===== config.mk =====
export PLATFORM = sky130hd
export DESIGN_NAME = ysyx_22051145_ifetch
export DESIGN_NICKNAME = d
export VERILOG_FILES = /design/src/rtl/ysyx_22051145_ifetch.sv
export SDC_FILE = /design/constraint.sdc
export NUM_CORES = 1
export LEC_CHECK = 0
export CAP_MARGIN = 25
export CORE_MARGIN = 10
export CORE_UTILIZATION = 40
export DETAILED_ROUTE_END_ITERATION = 16
export PLACE_DENSITY = 0.67
export SYNTH_ARGS = -nofsm -noshare
export SYNTH_HDL_FRONTEND = slang
export SYNTH_SLANG_ARGS = --single-unit

===== constraint.sdc =====
create_clock -name clk -period 20.8 [get_ports clk]
set_input_delay 6.24 -clock clk [delete_from_list [all_inputs] [get_ports clk]]
set_output_delay 6.24 -clock clk [all_outputs]
set_load 0.01 [all_outputs]

===== src/rtl/ysyx_22051145_ifetch.sv =====
// Instruction fetch unit with a 2-entry instruction FIFO.
//
// Issues in-order 4-byte instruction reads to memory, buffers the returned words and
// presents them to decode together with their address. A redirect (jump_flag) flushes
// the FIFO and moves fetch to jump_addr. Responses still in flight are counted in
// drop_q and discarded when they arrive.
//
// Ports:
//   clk, rst                   clock; asynchronous active-high reset
//   req_valid/ready/addr       instruction-memory read request (byte address)
//   rsp_valid/data             read response, in request order, always accepted
//   inst_valid/ready/inst/pc   instruction at the FIFO head towards decode
//   jump_flag/jump_addr        redirect pulse and target from execute
//   misalign_err               sticky misaligned-redirect flag
//
// Optional feature: define FETCH_MISALIGN_CHK_EN to flag a misaligned redirect target
// and halt fetching until reset. Without it the target's low two bits are cleared and
// misalign_err is tied to 0.
module ysyx_22051145_ifetch #(
    parameter logic [63:0] RESET_PC = 64'h0000_0000_8000_0000
) (
    input  logic        clk,
    input  logic        rst,
    output logic        req_valid,
    input  logic        req_ready,
    output logic [63:0] req_addr,
    input  logic        rsp_valid,
    input  logic [31:0] rsp_data,
    output logic        inst_valid,
    input  logic        inst_ready,
    output logic [31:0] inst,
    output logic [63:0] inst_pc,
    input  logic        jump_flag,
    input  logic [63:0] jump_addr,
    output logic        misalign_err
);

    logic [63:0] fetch_pc_q, fetch_pc_d;
    logic [63:0] head_pc_q, head_pc_d;
    logic [31:0] fifo_q [2];
    logic        rd_ptr_q, rd_ptr_d;
    logic        wr_ptr_q, wr_ptr_d;
    logic [1:0]  count_q, count_d;
    logic [1:0]  outstanding_q, outstanding_d;
    logic [1:0]  drop_q, drop_d;

    logic        pop;
    logic        push;
    logic        req_fire;
    logic        halted;
    logic [2:0]  occupancy;
    logic [63:0] target;

`ifdef FETCH_MISALIGN_CHK_EN
    logic misalign_q, misalign_d;
    logic bad_jump;

    assign bad_jump     = (jump_addr[1:0] != 2'b00);
    assign halted       = misalign_q;
    assign misalign_err = misalign_q;
`else
    assign halted       = 1'b0;
    assign misalign_err = 1'b0;
`endif

    // Targets are always word aligned; a misaligned target is either flagged or truncated.
    assign target = jump_addr & ~64'h3;

    assign inst_valid = (count_q != 2'd0);
    assign inst       = fifo_q[rd_ptr_q];
    assign inst_pc    = head_pc_q;
    assign pop        = inst_valid && inst_ready;

    // Every in-flight request owns a FIFO slot, so the FIFO can never overflow.
    assign occupancy = {1'b0, outstanding_q} + {1'b0, count_q} - {2'b00, pop};
    assign req_valid = !rst && !jump_flag && !halted && (occupancy < 3'd2);
    assign req_addr  = fetch_pc_q;
    assign req_fire  = req_valid && req_ready;

    assign push = rsp_valid && (drop_q == 2'd0) && !jump_flag;

    always_comb begin
        fetch_pc_d    = fetch_pc_q;
        head_pc_d     = head_pc_q;
        rd_ptr_d      = rd_ptr_q;
        wr_ptr_d      = wr_ptr_q;
        count_d       = count_q;
        outstanding_d = outstanding_q;
        drop_d        = drop_q;
`ifdef FETCH_MISALIGN_CHK_EN
        misalign_d    = misalign_q;
`endif
        if (jump_flag) begin
            // req_valid is low here, so nothing new joins the in-flight set; a response
            // arriving now is discarded and the rest are dropped as they return.
            fetch_pc_d    = target;
            head_pc_d     = target;
            rd_ptr_d      = 1'b0;
            wr_ptr_d      = 1'b0;
            count_d       = 2'd0;
            outstanding_d = outstanding_q - {1'b0, rsp_valid};
            drop_d        = outstanding_q - {1'b0, rsp_valid};
`ifdef FETCH_MISALIGN_CHK_EN
            misalign_d    = misalign_q | bad_jump;
`endif
        end else begin
            if (req_fire) begin
                fetch_pc_d = fetch_pc_q + 64'd4;
            end
            outstanding_d = outstanding_q + {1'b0, req_fire} - {1'b0, rsp_valid};
            if (rsp_valid && (drop_q != 2'd0)) begin
                drop_d = drop_q - 2'd1;
            end
            if (push) begin
                wr_ptr_d = ~wr_ptr_q;
            end
            if (pop) begin
                rd_ptr_d  = ~rd_ptr_q;
                head_pc_d = head_pc_q + 64'd4;
            end
            count_d = count_q + {1'b0, push} - {1'b0, pop};
        end
    end

    always_ff @(posedge clk or posedge rst) begin
        if (rst) begin
            fetch_pc_q    <= RESET_PC;
            head_pc_q     <= RESET_PC;
            rd_ptr_q      <= 1'b0;
            wr_ptr_q      <= 1'b0;
            count_q       <= 2'd0;
            outstanding_q <= 2'd0;
            drop_q        <= 2'd0;
            for (int i = 0; i < 2; i++) begin
                fifo_q[i] <= 32'd0;
            end
`ifdef FETCH_MISALIGN_CHK_EN
            misalign_q    <= 1'b0;
`endif
        end else begin
            fetch_pc_q    <= fetch_pc_d;
            head_pc_q     <= head_pc_d;
            rd_ptr_q      <= rd_ptr_d;
            wr_ptr_q      <= wr_ptr_d;
            count_q       <= count_d;
            outstanding_q <= outstanding_d;
            drop_q        <= drop_d;
            // When full, the write slot equals the head slot; the head is read this cycle
            // before being overwritten, so push and pop together is safe.
            if (push) begin
                fifo_q[wr_ptr_q] <= rsp_data;
            end
`ifdef FETCH_MISALIGN_CHK_EN
            misalign_q    <= misalign_d;
`endif
        end
    end

endmodule


After elaboration in Yosys (flattened, before gate mapping)
Cells that the tools add are included.

Flip-flop bits (word level): 200. Bits of input ports: 102. Output and inout port bits: 163. Logic and storage cells: 62.

$add $sub $neg: 10. Order comparisons: 4. Mux-type cells: 18. Bitwise logic cells: 4. Reductions and logical operators: 17.

Operator list (count): $mux 64 (4); $add 64x3->64 const B (2); $mux 32 (4); $bwmux 64 (1); $demux 32 s1 (1); $reduce_bool 2->1 (6); $logic_and 1x1->1 (8); $mux 2 (4); $sub 2x1->2 (3); $add 2x1->2 (2); $ge 2x2->1 const B (2); $mux 1 (4); $not 1->2 (2); $add 2x2->3 (1); $lt 3x2->1 const B (1); $sub 3x1->3 (1); $logic_not 1->1 (2); $logic_not 2->1 (1); $lt 2x1->1 const B (1); $not 1->1 (2); $sub 2x1->2 const B (1).

Depth between registers and ports, before layout
Gate-level depths: netlist (run 1).

Depth after elaboration: 9. Gate-level depth with buffers: 18. Mapped depth without buffers: 15.

Worst setup path before layout (run 1)
OpenSTA, ideal clock, no wires.

Kind: in2out. From: input port inst_ready. To: output port req_valid. Data arrival time: 7645 ps. Data required time: 14560 ps. Path slack: 6915 ps. Stages on the path: 7. Buffers on the path: 0. Path through: o21ai_2 -> inv_1 -> ha_1 -> nand2b_1 -> fa_1 -> xnor2_1 -> and3b_1.

Longest elaborated chain between the ends: 4.

RTL lines: start, declared (line 30) `input logic inst_ready,`; $logic_and 1x1->1 (line 72) `assign pop = inst_valid && inst_ready;`; $sub 3x1->3 (line 75) `assign occupancy = {1'b0, outstanding_q} + {1'b0, count_q} - {2'b00, pop};`; $lt 3x2->1 (line 76) `assign req_valid = !rst && !jump_flag && !halted && (occupancy < 3'd2);`; $logic_and 1x1->1 (line 76); end, declared (line 24) `output logic req_valid,`.

No other way between the ends.

Worst setup path after layout (run 1)
Ends and elaborated chain as after synthesis.

==> results.txt, run 1 <==
The number of filler instances in the final layout is 2,382, and the initial antenna violation count is 1. By area the synthesized netlist is led by dfrtp_1 46%, mux2_2 12%, nand2_1 4.4%. The detailed router put a total of 14,450 um of wire on met1.

The first detailed-routing pass took 5 iterations. The maximum fanout along the worst path is 6, and the remaining antenna violation count is 0. The sequential cells in the finished layout cover a total of 4907 um^2. The clock arrives with 0.01981 ns of skew. Wire segments on met2 add up to 15,460 um in the final route. The first global-routing pass estimated 53,160 um of wire. The number of buffers inserted during clock tree synthesis was 17. By count the netlist is led by 194 x dfrtp_1, 123 x nand2_1, 112 x mux2_2. The register area share after synthesis was 0.4657; the worst reg-to-reg setup slack was 16.32 ns. The root buffer cell chosen for the clock tree is clkbuf_16. The actual transition at the worst max-transition pin is 0.9219 ns, and the number of cells upsized or downsized after cts is 0. The tree built by TritonCTS fans out to 196 sinks. During I/O placement, the number of pins put on the boundary was 265. The tools report the worst reg2reg path startpoint as count_q[0]. The tools report the total count of hold-check failures in the final report as 0. The sum of routed wire length over all layers came out at 33,860 um. The async set or reset register ratio after synthesis works out to 1.000.

The fraction of final layout cells with drive strength greater than 1 was 0.1446; the pin count of the biggest net entering global routing was 123. The DRC violations left was 0. The run gives 4 as the level count of the clock H-tree.

The tightest min-delay check is of the register to register type. The critical-path cell with the highest stage delay is clkdlybuf4s50_1. The horizontal die dimension works out to 182.3 um.

Setup repair after global routing left no endpoint under its margin. The finished cells cover 13,990 um^2. The most instantiated flip-flop cell in the synthesis netlist is dfrtp_1. Type of element launching the critical path: an input port. In this run the vertical extent of the chip is 182.3 um. The most frequent cell on the critical path is clkdlybuf4s50_1.

Final hold analysis gives a worst-case slack of 0.5033 ns. At the later pin of the worst-skew pair, clock insertion delay measures 0.45 ns. Dominant cell by count in the synthesized netlist: dfrtp_1. The worst hold path begins at fifo_q[31]. The run finished with clean final reports.

Number of buffers inserted by port buffering: 257. In the routed layout, each cell is associated on average with a via count of 5.632. The number of enable flip-flop cells after synthesis was 0.

The post-layout utilization of the core is 0.5383. At the placement stage, the worst setup path has a slack of 5.733 ns. Count of cells along the worst hold path: 1.

The area share of the largest cell type after synthesis works out to 0.4607. After legalization and detailed placement, the total HPWL measured 25,040 um. The upper clock frequency limit came out at 0.06655 GHz. The kind of critical path is input port to output pin.

dfrtp_1 takes more of the synthesized area than any other cell. The run gives 0.00006369 V as the worst ir drop on vdd. The total overflow reported by the global router was 0. The worst-case clock buffer depth is 2, and the number of standard cells after synthesis is 1,041.

The fraction of the cycle the final worst path needs works out to 0.7225. The run gives 3338 um as the wire length on met3. After detailed placement, the design holds a cell count of 1,595.

The tools report the type of element capturing the critical path as an output pin. The max-slew violation count was 0. STA puts the critical path data arrival time at 8.79 ns. The global placer's final weighted congestion came out at 0.9188. The synthesized netlist occupies a cell area of 10,540 um^2. Summed over all failing endpoints, the final setup total negative slack is 0 ns. Highest signal layer in the routed design: met4. The delay of the slowest critical-path stage works out to 0.55 ns. Starting utilization of the core area: 0.4055. TritonCTS built the clock tree. The run gives 5.614 nW as the leakage power.

The signal on the critical path passes through clkdlybuf4s50_1 > o21ai_2 > inv_1 > ha_1 > nand2b_1 > fa_1 > xnor2_1 > and3b_1 > clkdlybuf4s50_1. In this run, post-CTS hold repair placed 0 buffers. Across the run, the number of max-cap violations was 0.

The power per cell area was 96.17 nW/um^2. The total number of vias came out at 9,175. The number of rows in the core area came out at 59. After detailed placement, the total cell area comes to 13,400 um^2.

For this block, the initial DRC count from the detailed router was 653. The tools report the final non-filler cell total as 1,629. For the worst flop-to-flop path, the logic depth is 15. The area of the multi-input gates was 5331 um^2; the number of global-route vias before repair was 9,133. The layout-stage area growth over the synthesis result was 32.74%. Buffers added to address setup during post-CTS repair amount to 0. The die covers 33,240 um^2. After clock tree synthesis, the clock-pin slew on the worst setup and hold paths is 0.07 ns.

Total global-route track usage: 0.1986. In the final design database the tool counted 1,393 nets. Total power after layout: 1.345 mW. The detail-routed net length per standard cell was 20.79 um; the final count of negative-setup-slack endpoints was 0. The count of state elements after synthesis is 196. After floorplanning, the core was sized to cover 25,980 um^2. The path with the worst hold slack has its endpoint at fifo_q[31].

Subtracting the final worst setup slack from the clock period gives 15.03 ns. Once routing completed, OpenROAD measured the worst setup slack at 5.773 ns. The remaining max-slew budget at the tightest pin is 0.3854, and the count of synthesis-stage warnings from yosys is 0.

The mean cell area of the mapped netlist is 10.12 um^2, and the required time of the critical path is 14.56 ns. The tools report the critical register-to-register path endpoint as req_addr[46]. The number of different library cells used by synthesis comes to 67.
==> cells in the final DEF (no fill, tap or decap), types with 5 or more instances in the layout <==
master and instances:
clkdlybuf4s50_1 256, dfrtp_1 194, nand2_1 123, mux2_2 112
nand3_1 69, o21ai_0 64, nor2_1 46, xnor2_1 45
nand4_1 43, xor2_1 36, and3_1 21, o211ai_1 20
o21ai_1 20, nor3_1 19, inv_1 18, clkbuf_16 17
a21oi_1 16, o311ai_0 13, a31oi_1 12, buf_4 12
and4_1 11, ha_1 10, and2_1 9, nor4_1 6
or3_1 6, a41oi_1 5, or4_1 5, inv_8 5
conb_1 5, clkinv_4 5
==> layer usage <==
layer	up-vias	global-route usage
met4	0	0.05500
met3	40	0.06904
li1	4275	-
met5	-	0
met2	351	0.3095
met1	4509	0.2559
==> area by class of cell <==
| class | instances | share of cell area |
|---|---|---|
| clock buffers | 19 | 0.03167 |
| multi-input cells | 775 | 0.3812 |
| well taps | 335 | 0.02997 |
| inverters | 21 | 0.006172 |
| flip-flops and latches | 196 | 0.3508 |
| diodes | 1 | 0.0001789 |
| clock inverters | 13 | 0.008409 |
| repair buffers | 269 | 0.1916 |
==> where the power goes <==
group          switching, mW  leakage [nW]  total [mW]  internal [mW]
logic                  0.201          2.94       0.471          0.270
registers             0.0775          2.41       0.549          0.472
clock network          0.164         0.271       0.325          0.161
==> sequential cells by signal, indices dropped and copies added (netlist names) <==
signal         flops
rd_ptr_q           1
count_q            2
fifo_q            64
drop_q             2
outstanding_q      2
wr_ptr_q           1
req_addr          62
inst_pc           62
==> worst max-delay path by stage <==
stage               startpoint         to  slack (ns)  depth (start not counted)
floorplan           inst_ready  req_valid        6.92                          7
global placement    inst_ready  req_valid        5.75                          9
CTS                 inst_ready  req_valid        5.73                          9
global route        inst_ready  req_valid        5.56                          9
finish              inst_ready  req_valid        5.77                          9
detailed placement  inst_ready  req_valid        5.73                          9
==> critical path: cells and delay by family <==
kind / cells / cell delay (ns)
simple gates: 2 / 0.40
compound gates: 1 / 0.19
xor+xnor: 1 / 0.13
fa+ha+maj: 2 / 0.69
buf+inv: 3 / 1.13
==> kinds of logic (layout without fill, tap and decap cells) <==
family / count (synthesis) / after routing / share of synthesized area
buf+inv: 74 / 322 / 0.03028
other cells: 1 / 6 / 0.0003559
fa+ha+maj: 11 / 11 / 0.01377
mux: 114 / 114 / 0.1216
xor+xnor: 81 / 81 / 0.06732
simple gates: 394 / 394 / 0.2009
compound gates: 170 / 170 / 0.1001
flops: 196 / 196 / 0.4657
No activity file was read; power rests on OpenSTA's default activity.
==> run 2: changes to the inputs <==
- PLACE_DENSITY: 0.67 -> 0.7
- clock period: 20.8 -> 12.55 ns (I/O delays scaled with it)
==> run 2 against run 1 <==
Clock power grew 78%. Sequential power is 66% higher. Critical path type unchanged. Hold slack better by 0.0021 ns. Combinational power up 66%. Final cell count shrank 0.12%. Routed wire length grew 1.0%. Sequential share of layout area shrank 0.081 points. Non-clock buffer count is 1 lower. Sequential cell count is the same. Final area increased by 0.23%. Setup slack worse by 3.3 ns.
==> results.txt, run 2 (synthesized netlist as in run 1, its figures left out) <==
The run finished with clean final reports. Entering global routing, the biggest net connects 116 pins. Detailed placement finished with a half-perimeter wire length of 25,150 um. The worst path meets setup with 2.499 ns of slack. The number of buffers inserted by port buffering came out at 257. The power per cell area was 162.0 nW/um^2. The actual transition at the worst max-transition pin was 0.9292 ns. The finished layout holds 1,627 standard cells, fillers aside. The final layout contains routed wiring with a total length of 34,210 um.

Once layout is done, the placed cells without fillers occupy 14,020 um^2. Once the clock tree was built, the setup fixing pass inserted 0 buffers. The type of element launching the critical path is an input port. The number of top-level pins was 265. The DRC marker count from the first detailed-route iteration was 662; the worst clock skew was 0.02190 ns. After detailed routing, the average wire length per cell comes to 21.03 um.

After filler insertion, the fill cell instance count of the layout stands at 2,334. The CTS sink count came out at 196. The tools report the root cell of the clock tree as clkbuf_16. The post-layout utilization of the core came out at 0.5395.

The path class of the tightest hold or removal check is register to register. The smallest hold slack is 0.5054 ns. The register clock-pin slew on the reported worst setup and hold paths is 0.08 ns, and the fraction of the cycle the final worst path needs is 0.8009.

Setup violations remaining at the end of the flow were counted as 0. The first detailed-routing pass took 5 iterations. Endpoint arrival time on the critical path: 6.29 ns. For the total global-route track usage, the log shows 0.2039. The tools report the setup slack after placement as 2.455 ns. In this run the cell area measured after placement is 13,420 um^2. The flip-flop count of the largest register, all copies and words added is 64.

The fraction of final layout cells with drive strength greater than 1 is 0.1447, and the maximum fanout along the worst path is 6. Detailed routing inserted a total of 9,264 vias. Kind of critical path: input port to output pin. The number of hold buffers added after CTS was 0. Register name with the most flops: fifo_q. The design draws 2.271 mW. The library cell used most frequently in the layout, excluding fill and tap cells, is clkdlybuf4s50_1. In the final design database the tool counted 1,392 nets. Reported max-cap violation count: 0. The upper clock frequency limit is 0.09950 GHz. The tools report the number of global-route vias before repair as 9,198. The horizontal die dimension came out at 182.3 um. The area growth from synthesis to layout is 33.04%.

The number of antenna diodes in the final layout is 0. In the routed layout, each cell is associated on average with a via count of 5.694. The max-slew violation count came out at 0. For the worst-case clock buffer depth, the log shows 2. The total overflow left after global routing is 0.

After detailed routing, the number of remaining DRC violations is 0. The clock tree synthesis step divided the H-tree into 4 levels. The worst ir drop on vdd came out at 0.0001068 V. TritonCTS built the clock tree. The setup TNS after final layout is 0 ns. Clock latency on the worst-skew pair, taken at its later pin, is 0.45 ns. The initial antenna violation count was 1.

For this design the static power due to leakage is 5.641 nW. For the total count of hold-check failures in the final report, the log shows 0. The die area is 33,240 um^2, and the post-route minimum period is 10.05 ns. Data on the critical path is required at its endpoint by 8.78 ns.

The number of buffers inserted during clock tree synthesis was 17. Number of placed instances with taps included: 1,595. The logs give 59 for the number of rows in the core area and 54,550 um for the global-route wire length before repair.

The remaining antenna violation count came out at 0. The die is 182.3 um tall. The starting utilization of the core area came out at 0.4055. The worst setup path is captured at an output pin. Setup repair after global routing left no endpoint under its margin. The core region is 25,980 um^2. Routability-driven placement finished with a final weighted congestion of 0.8883. In the layout the commonest cells are 256 x clkdlybuf4s50_1, 194 x dfrtp_1, 123 x nand2_1. The remaining max-slew budget at the tightest pin is 0.3748. Gates resized during post-CTS repair numbered 0.
run 2: path summary, 6_finish.rpt:
path / startpoint / endpoint / slack, ns / cells after the start
min: fifo_q[43] / fifo_q[43] / 0.51 / 1
min in group asynchronous: rst / outstanding_q[0] / 3.89 / 2
max reg2reg: count_q[0] / req_addr[20] / 8.30 / 15
min reg2reg: fifo_q[43] / fifo_q[43] / 0.51 / 1
max in group asynchronous: rst / req_addr[5] / 7.49 / 4
max: inst_ready / req_valid / 2.50 / 9
run 2: where the power goes:
group | internal, mW | switching (mW)
clock network | 0.299 | 0.278
registers | 0.782 | 0.128
logic | 0.446 | 0.337
total | 1.53 | 0.743
run 2: critical path, stage by stage:
cell and delay [ns]:
clkdlybuf4s50_1 0.43, o21ai_2 0.19, inv_1 0.15, ha_1 0.28
nand2b_1 0.15, fa_1 0.38, xnor2_1 0.13, and3b_1 0.23
clkdlybuf4s50_1 0.56
run 2: cell type report:
type / instances / area (um^2) / area share
clock inverters: 12 / 136.4 / 0.009728
repair buffers: 268 / 2673 / 0.1906
flip-flops and latches: 196 / 4907 / 0.3500
clock buffers: 20 / 466.7 / 0.03329
inverters: 21 / 86.33 / 0.006158
multi-input cells: 775 / 5331 / 0.3803
well taps: 335 / 419.2 / 0.02990
run 2: per-layer routing:
layer	track usage	vias up	routed length (um)
met5	0	-	10
met4	0.05304	2	515
met3	0.06983	36	3367
met2	0.3265	398	15970
met1	0.2576	4571	14350
li1	-	4257	-
==> run 3: changes to the inputs <==
- PLACE_DENSITY: 0.7 -> 0.67
- clock period: 12.55 -> 9.7 ns (I/O delays scaled with it)
==> run 3 against run 2 <==
Sequential share of layout area about the same. Combinational power up 29%. Setup slack worse by 1.2 ns. Final cell count unchanged. Clock power up 32%. Non-clock buffer count is the same. Clock skew decreased by 0.0072 ns. Critical path depth did not move. Critical path type unchanged. Critical endpoint unchanged. Highest routed layer is now met4.
==> results.txt, run 3 (synthesized netlist as in run 1, its figures left out) <==
The run finished with clean final reports. The first global-routing pass estimated 52,890 um of wire. For this design, the slowest cell found on the critical path is clkdlybuf4s50_1. For the remaining max-slew budget at the tightest pin, the log shows 0.4125. The count of nets after finishing was 1,392; the layout-stage area growth over the synthesis result was 33.16%. The number of filler instances in the final layout came out at 2,334.

Cell internal power was estimated by the tool at 2.009 mW. Measured along the x axis, the die boundary spans 182.3 um. Level count of the clock H-tree: 4. In the layout the commonest cells are 256 x clkdlybuf4s50_1, 194 x dfrtp_1, 123 x nand2_1. The worst register-to-register path has a depth of 15.

The max-slew violation count was 0; the number of rows in the core area was 59. The total overflow left after global routing is 0. In this run the tool buffered the top-level ports with 257 buffer cells. After detailed routing, the number of vias per cell comes to 5.592. Among cell families on the critical path, the largest total delay comes from buffers and inverters. The run gives 9,029 as the number of global-route vias before repair. The run gives 0.4055 as the starting utilization of the core area. Initial antenna violation count: 2. Fraction of the cycle the final worst path needs: 0.8616. In this run, placement finished with an instance count of 1,594. The run gives 0.5400 as the post-layout utilization of the core.

The endpoint identified for the worst register-to-register timing path is req_addr[46]. For this run, the slowest stage of the critical path takes 0.56 ns. Launch point of the critical path: inst_ready. The design draws 2.951 mW.

In this run the remaining antenna-violating nets after routing total 0. The later pin in the worst-skew pair is clocked with a latency of 0.44 ns. The logic depth of the worst setup path including buffers is 9, and the number of cells upsized or downsized after cts is 0. TritonCTS built the clock tree. During I/O placement, the number of pins put on the boundary was 265. The total net switching power is 0.9418 mW, and the flip-flop count of the largest register, all copies and words added is 64. The die outline height came out at 182.3 um. For this block, the initial DRC count from the detailed router was 612. The first TritonRoute pass finished after 7 iterations. Following the worst setup path forward leads to its endpoint at req_valid. The tree is rooted in a clkbuf_16.

Leaving out filler cells and counting taps, the final layout contains 1,627. Maximum fanout along the worst path: 6. The critical path goes through clkdlybuf4s50_1 > o21ai_2 > inv_1 > ha_1 > nand2b_1 > fa_1 > xnor2_1 > and3b_1 > clkdlybuf4s50_1. The actual transition at the worst max-transition pin came out at 0.8813 ns. The hold buffer count at cts was 0; the pin count of the biggest net entering global routing was 118. Leaving out fill and tap cells, the most frequent cell in the layout is clkdlybuf4s50_1. Setup total negative slack on the finished layout was measured at 0 ns. Hold timing on the final database bottoms out at a slack of 0.5027 ns. Dividing the detail-routed wire length by the instance count gives 20.88 um. The global placer's final weighted congestion is 0.9040.

The post-route minimum period came out at 8.357 ns. Endpoint arrival time on the critical path: 5.45 ns. The tools report the total global-route track usage as 0.1979.

Setup repair after global routing left no endpoint under its margin. The wire-length estimate of the detail-placed layout is 24,870 um. The fraction of final layout cells with drive strength greater than 1 is 0.1433, and the worst clock skew is 0.01473 ns. After clock tree synthesis, the setup repair step added 0 buffers.

The relative contribution of sequential cells to total power was 0.398; the DRC violations left was 0. The floorplan step defined a die boundary enclosing 33,240 um^2. VDD sags by at most 0.0001344 V.

Counting stages on the worst path, the most repeated cell is clkdlybuf4s50_1. Switching share of power: 0.3191. The tool flagged a number of max-cap violations equal to 0. The register name with the most flops is fifo_q.

After clock tree synthesis, the clock-pin slew on the worst setup and hold paths is 0.07 ns. In this run the power density over the cells is 210.3 nW/um^2. The register cell area after layout was 4907 um^2.

The critical path contains buffers and inverters numbering 3 combined. Setup violations remaining at the end of the flow were counted as 0. The tools report the sum of routed wire length over all layers as 33,970 um.

In the final layout, the multi-input gates occupy 5331 um^2. The tools report the portion of total power attributed to combinational logic as 0.343. Type of element capturing the critical path: an output pin.

The run gives 9,098 as the total number of vias. The logs give 0.259 for the clock network power share and 25,980 um^2 for the floorplan core area. The type of element launching the critical path is an input port.

Type of the worst min-delay path: register to register. Worst reg2reg path startpoint: count_q[0]. The worst register-to-register path has a setup slack of 5.29 ns. For this design, the sink count on the clock tree is 196.

The run gives 0 as the total count of hold-check failures in the final report. The tools report the required time of the critical path as 6.79 ns. Derived from the worst setup path, the maximum achievable clock frequency is 0.1197 GHz.

The leakage power came out at 5.629 nW. The clock passes through at most 2 buffers. Counting the buffers created by CTS gives 17. By startpoint and endpoint, the worst setup path is classified as input port to output pin.
-- run 3: cell count changes in the layout (fill, tap and decap cells not counted), sizes merged --
cell,previous run,this run
clkinv,5,2
diode,0,1
bufinv,1,3
clkbuf,20,19
inv,27,25
clkinvlp,0,3
-- run 3: worst min-delay path by stage --
stage	from	to	slack (ns)	cells past startpoint
final	fifo_q[12]	fifo_q[12]	0.50	1
after global routing	fifo_q[39]	fifo_q[39]	0.52	1
after CTS	fifo_q[12]	fifo_q[12]	0.50	1
after detailed placement	fifo_q[12]	fifo_q[12]	0.49	1
after global placement	fifo_q[8]	fifo_q[8]	0.48	1
after floorplan	fifo_q[26]	fifo_q[26]	0.47	1
-- run 3: layer usage --
layer | GRT usage | part of all wire | wire (um)
met1 | 0.2563 | 0.43 | 14710
met4 | 0.05011 | 0.017 | 567
met2 | 0.3106 | 0.45 | 15460
met5 | 0 | 0 | 0
met3 | 0.06667 | 0.095 | 3236
-- run 3: metrics by stage --
stage	cell area [um^2]	setup WS [ns]
6_report	14030	1.343
5_1_grt	14030	1.212
4_1_cts	14000	1.270
3_5_place_dp	13390	1.273
3_3_place_gp	13390	1.303
2_1_floorplan	10550	1.453
-- run 3: layout make-up --
cell class,count,share of cell area
antenna,1,0.0001783
clock buffer,19,0.03156
clock inverter,12,0.01213
inverter,21,0.006152
multi-input combinational,775,0.3799
sequential,196,0.3497
tap,335,0.02987
timing repair buffer,268,0.1905
-- run 3: power by group through the flow --
stage | clock network, mW | registers, mW | logic [mW]
2_1_floorplan | 0 | 1.18 | 0.520
3_3_place_gp | 0 | 1.18 | 1.01
3_5_place_dp | 0 | 1.19 | 1.02
4_1_cts | 0.779 | 1.17 | 1.03
5_1_grt | 0.806 | 1.21 | 1.11
6_report | 0.764 | 1.18 | 1.01
